## config.mk

```make
export PLATFORM = sky130hd
export DESIGN_NAME = pc_ras
export DESIGN_NICKNAME = d
export VERILOG_FILES = /design/src/rtl/pc_ras.sv
export SDC_FILE = /design/constraint.sdc
export NUM_CORES = 1
export LEC_CHECK = 0
export ABC_AREA = 0
export CORE_MARGIN = 5
export CORE_UTILIZATION = 60
export DETAILED_ROUTE_END_ITERATION = 8
export PLACE_DENSITY = 0.81
export REMOVE_ABC_BUFFERS = 1
export SKIP_CTS_REPAIR_TIMING = 1
export SYNTH_ARGS = -nofsm -noshare
export SYNTH_HDL_FRONTEND = slang
export SYNTH_SLANG_ARGS = --single-unit
```

## constraint.sdc

```tcl
create_clock -name clk -period 6.3 [get_ports clk]
set_input_delay 0.63 -clock clk [delete_from_list [all_inputs] [get_ports clk]]
set_output_delay 0.63 -clock clk [all_outputs]
set_load 0.005 [all_outputs]
```

## src/rtl/pc_ras.sv

```systemverilog
// pc_ras: program counter with an integrated circular return-address stack.
// The PC supports clear, jump (load), call (push out+1 then jump), return
// (pop into PC) and increment. The stack reports its fill level and keeps
// sticky overflow/underflow flags.
//
// Ports:
//   clk        rising-edge clock
//   reset_n    asynchronous active-low reset
//   clr        synchronous clear, same end state as reset
//   in         jump or call target
//   load       jump: out <= in
//   inc        out <= out + 1
//   call       push out+1, out <= in
//   ret        pop: out <= top of stack
//   out        current PC (registered)
//   ras_count  number of valid stack entries
//   ras_full   ras_count == DEPTH
//   ras_empty  ras_count == 0
//   overflow   sticky: call made while full
//   underflow  sticky: ret made while empty
module pc_ras #(
  parameter int unsigned      WIDTH        = 16,
  parameter int unsigned      DEPTH        = 8,
  parameter logic [WIDTH-1:0] RESET_VECTOR = '0,
  parameter bit               OVERWRITE    = 1'b0,
  localparam int unsigned     CW           = $clog2(DEPTH + 1)
) (
  input  logic             clk,
  input  logic             reset_n,
  input  logic             clr,
  input  logic [WIDTH-1:0] in,
  input  logic             load,
  input  logic             inc,
  input  logic             call,
  input  logic             ret,
  output logic [WIDTH-1:0] out,
  output logic [CW-1:0]    ras_count,
  output logic             ras_full,
  output logic             ras_empty,
  output logic             overflow,
  output logic             underflow
);

  localparam int unsigned PW = $clog2(DEPTH);

  logic [WIDTH-1:0] stack [DEPTH];
  logic [PW-1:0]    top;          // next free slot
  logic [PW-1:0]    top_inc;
  logic [PW-1:0]    top_dec;
  logic [PW-1:0]    top_d;
  logic [WIDTH-1:0] pc_d;
  logic [WIDTH-1:0] ret_addr;
  logic [CW-1:0]    cnt_d;
  logic             ovf_d;
  logic             unf_d;
  logic             push;

  // Circular pointer neighbours; explicit wrap keeps non-power-of-2 depths correct.
  assign top_inc  = (top == PW'(DEPTH - 1)) ? '0 : top + PW'(1);
  assign top_dec  = (top == '0) ? PW'(DEPTH - 1) : top - PW'(1);
  assign ret_addr = out + WIDTH'(1);

  // Next-state: clr > load > call > ret > inc > hold.
  always_comb begin
    pc_d  = out;
    cnt_d = ras_count;
    top_d = top;
    ovf_d = overflow;
    unf_d = underflow;
    push  = 1'b0;
    if (clr) begin
      pc_d  = RESET_VECTOR;
      cnt_d = '0;
      top_d = '0;
      ovf_d = 1'b0;
      unf_d = 1'b0;
    end else if (load) begin
      pc_d = in;
    end else if (call) begin
      pc_d = in;
      if (!ras_full) begin
        push  = 1'b1;
        cnt_d = ras_count + CW'(1);
        top_d = top_inc;
      end else begin
        ovf_d = 1'b1;
        // When full, the slot at top holds the oldest entry, so writing it discards that entry.
        if (OVERWRITE) begin
          push  = 1'b1;
          top_d = top_inc;
        end
      end
    end else if (ret) begin
      if (ras_empty) begin
        unf_d = 1'b1;
      end else begin
        pc_d  = stack[top_dec];
        cnt_d = ras_count - CW'(1);
        top_d = top_dec;
      end
    end else if (inc) begin
      pc_d = out + WIDTH'(1);
    end
  end

  // PC, pointer and status registers.
  always_ff @(posedge clk or negedge reset_n) begin
    if (!reset_n) begin
      out       <= RESET_VECTOR;
      top       <= '0;
      ras_count <= '0;
      ras_full  <= 1'b0;
      ras_empty <= 1'b1;
      overflow  <= 1'b0;
      underflow <= 1'b0;
    end else begin
      out       <= pc_d;
      top       <= top_d;
      ras_count <= cnt_d;
      ras_full  <= (cnt_d == CW'(DEPTH));
      ras_empty <= (cnt_d == '0);
      overflow  <= ovf_d;
      underflow <= unf_d;
    end
  end

  // Stack storage; contents after reset are don't-care.
  always_ff @(posedge clk) begin
    if (push) begin
      stack[top] <= ret_addr;
    end
  end

endmodule

```

==> Flow_metrics.wiki <==
{| class="wikitable"
! Metric !! Value
|-
| Outcome || complete, no violations
|-
| Remaining max-slew budget at the tightest pin || 0.347
|-
| Count of TritonRoute iterations in the first routing pass || 5
|-
| Total routing usage reported by global routing || 0.258
|-
| Initial cell density of the core || 0.619
|-
| Yosys warning total || 0
|-
| Area inside the core boundary || ~0.011 mm^2
|-
| Routed wire length || about 16 mm
|-
| Portion of synthesized cell area occupied by the leading cell type || 0.568
|-
| Period utilization || 0.504
|-
| Vias || about 4,300
|-
| Number of flip-flops and latches in the synthesized netlist || about 160
|-
| DRC marker count from the first detailed-route iteration || 455
|-
| Hold_ws || approximately 0.5 ns
|-
| Critical Path End Type || flip-flop
|-
| Data arrival time at the worst-slack endpoint || about 3.5 ns
|-
| Number of global-route vias before repair || around 4,300
|-
| Max Transition Viols Final || 0
|-
| Number of nets with antenna violations after routing || 0
|-
| Total setup violations reported at the end of the flow || 0
|-
| Largest net degree at the start of global routing || 28
|-
| Remaining routing DRC violations || 0
|-
| Clock edge transition at the registers on the reported setup and hold paths || 0.06 ns
|-
| TritonCTS sink count || 155
|-
| Diode count || 0
|-
| Sequential-to-total area share from yosys stat || 0.668
|-
| P&R area growth vs syn || 17.4%
|-
| Synth Area per Inst || around 16 um^2
|-
| Gate Count Post-Synth || around 430
|-
| Worst setup slack for register-to-register paths || about 3.1 ns
|-
| Number of distinct library cells after synthesis || 58
|-
| # Max-Cap Violations || 0
|-
| Number of buffers between clock root and the deepest sink || 2
|-
| Post-detailed-route via-to-cell ratio || approximately 6.7
|-
| Highest fanout seen on the critical path || 23
|-
| Transition time of the tightest slew-check pin || just under 1 ns
|-
| Internal portion of total power || 1.88 mW
|-
| CTS Buf Count || 17
|-
| Type of the worst min-delay path || reg -> reg
|-
| Post-layout util || 0.726
|-
| WL per Instance || about 25 um
|-
| Unrepaired setup endpoints after global routing || false
|-
| Power density relative to cell area || between 300 and 400 mW/mm^2
|-
| Most numerous cell types in the synthesized netlist || edfxtp_1, nor2_1, dfrtp_1
|-
| Residual overflow from global routing || 0
|-
| Setup TNS Final || 0 ns
|-
| Share of post-route cells with drive strength above 1 || 0.150
|-
| Part of the total power dissipated in the clock network || 0.415
|-
| Mapped Area || 0.00677 mm^2
|-
| Total number of placement rows || 38
|-
| Max H-tree Level || 4
|-
| Post-synth EDFFs || 128
|-
| Full die area || approximately 0.014 mm^2
|-
| Async SR Flop Fraction || 0.174
|-
| Switching power || about 0.56 mW
|-
| Top-level port count || 47
|-
| Combinational cell fraction of total power || 0.102
|-
| Reported leakage power || between 2 and 3 nW
|-
| Detailed Place HPWL || slightly above 10 mm
|-
| Count leader, synth || edfxtp_1
|-
| Wire length of the first global-routing pass || about 25 mm
|-
| Flip-flop cell with the highest count after synthesis || edfxtp_1
|-
| Hold violation count in the final report || 0
|-
| Root Buffer Master || clkbuf_16
|-
| Clock tree from TritonCTS || yes
|-
| IR Drop Worst-Case VDD || roughly 0.19 mV
|-
| Number of non-filler instances in the completed layout || around 640
|-
| Type of the setup path with the least slack || reg -> reg
|-
| Data required, critical path || 6.60 ns
|-
| Fill cells || around 670
|-
| Count of buffers from port buffering || 46
|-
| Post-placement cell count || between 600 and 700
|-
| Kind of launch point of the worst setup path || flip-flop
|-
| RePlAce Congestion || 0.860
|-
| Top cells by area in the synthesized netlist || edfxtp_1, dfrtp_1, mux4_2
|-
| Clock insertion delay at the later pin of the skew report || between 0.4 and 0.5 ns
|-
| Die outline width || between 100 and 150 um
|-
| Sw Ratio || 0.230
|-
| Chip Height || 116 um
|-
| Top cell type by total area after synthesis || edfxtp_1
|-
| Sequential power share || 0.484
|-
| Setup Skew || 0.00931 ns
|-
| Max Clk Rate || between 0.3 and 0.4 GHz
|-
| Final net count || just over 500
|-
| Time the final worst path needs with I/O delays and setup || about 3.2 ns
|-
| Initial antenna violation count || 0
|}
flip-flops by register name, indices dropped and copies added (netlist names):
name and cells:
ras_empty 1, ras_full 1, underflow 1, out 16
stack 128, ras_count 4, overflow 1, top 3
metal layers:
| layer | GRT usage | vias to the layer above | share of wire |
|---|---|---|---|
| met3 | 0.0528 | 39 | 0.078 |
| met1 | 0.342 | 2140 | 0.40 |
| met2 | 0.424 | 246 | 0.50 |
| met4 | 0.0998 | 0 | 0.024 |
| li1 | - | 1832 | - |
| met5 | 0 | - | 0 |
cell type report:
class | count | area [um^2] | area share
clock buffer | 20 | 437 | 0.0550
clock inverter | 11 | 146 | 0.0184
inverter | 8 | 30.0 | 0.00378
multi-input combinational | 249 | 2100 | 0.264
sequential | 155 | 4520 | 0.569
tap | 140 | 175 | 0.0221
timing repair buffer | 56 | 536 | 0.0674
power by group through the flow:
stage	combinational [mW]	sequential (mW)	clock [mW]
final	0.248	1.18	1.01
after global routing	0.267	1.18	1.06
after CTS	0.244	1.18	1.02
after detailed placement	0.241	1.20	0
after global placement	0.233	1.20	0
after floorplan	0.140	1.19	0
metrics by stage:
stage / setup slack (ns) / area, um^2 / total power [mW]
CTS: 2.96 / 7940 / 2.44
detailed placement: 2.56 / 7350 / 1.44
global route: 3.02 / 7940 / 2.51
global placement: 2.72 / 7350 / 1.43
finish: 3.13 / 7940 / 2.44
floorplan: 3.52 / 6630 / 1.33
cell families after synthesis:
kind of cell / Yosys count / synth area share
AOI/OAI and AO/OA: 76 / 0.0802
xor gates and xnor gates: 17 / 0.0220
adders and majority gates: 7 / 0.0129
buffers and inverters: 30 / 0.0250
DFF: 155 / 0.668
muxes: 40 / 0.109
and+or+nand+nor: 109 / 0.0828
worst max-delay path: stages, from the launching register on:
cell and delay [ns]:
dfrtp_1 0.65, inv_1 0.18, ha_1 0.88, buf_4 0.48, mux4_2 0.36, a22o_1 0.25, a211o_1 0.26
path summary, 6_finish.rpt:
path | start | to | cells after the start
max | top[0]$_DFFE_PN0P_ | out[11]$_DFFE_PN0P_ | 6
min | overflow$_DFFE_PN0P_ | overflow$_DFFE_PN0P_ | 2
max reg2reg | top[0]$_DFFE_PN0P_ | out[11]$_DFFE_PN0P_ | 6
min reg2reg | overflow$_DFFE_PN0P_ | overflow$_DFFE_PN0P_ | 2
max in group asynchronous | reset_n | ras_empty$_DFF_PN1_ | 2
min in group asynchronous | reset_n | ras_count[2]$_DFF_PN0_ | 2
cells in the final DEF, fill, tap and decap left out, types with 4 or more instances in the layout:
| master | count |
|---|---|
| a211oi_1 | 4 |
| a21o_1 | 4 |
| a21oi_1 | 9 |
| a22o_1 | 7 |
| a22oi_1 | 6 |
| a31oi_1 | 5 |
| and3_1 | 6 |
| buf_4 | 10 |
| clkbuf_16 | 17 |
| clkdlybuf4s50_1 | 46 |
| clkinvlp_4 | 4 |
| dfrtp_1 | 26 |
| edfxtp_1 | 128 |
| ha_1 | 7 |
| inv_1 | 8 |
| mux2_2 | 4 |
| mux2i_1 | 10 |
| mux4_2 | 24 |
| nand2_1 | 19 |
| nand2b_1 | 4 |
| nand3_1 | 13 |
| nand4_1 | 4 |
| nor2_1 | 31 |
| nor2b_1 | 5 |
| nor3_1 | 7 |
| nor4_1 | 4 |
| o21ai_0 | 16 |
| xnor2_1 | 9 |
| xor2_1 | 8 |
Power figures use the tool's default switching activity.
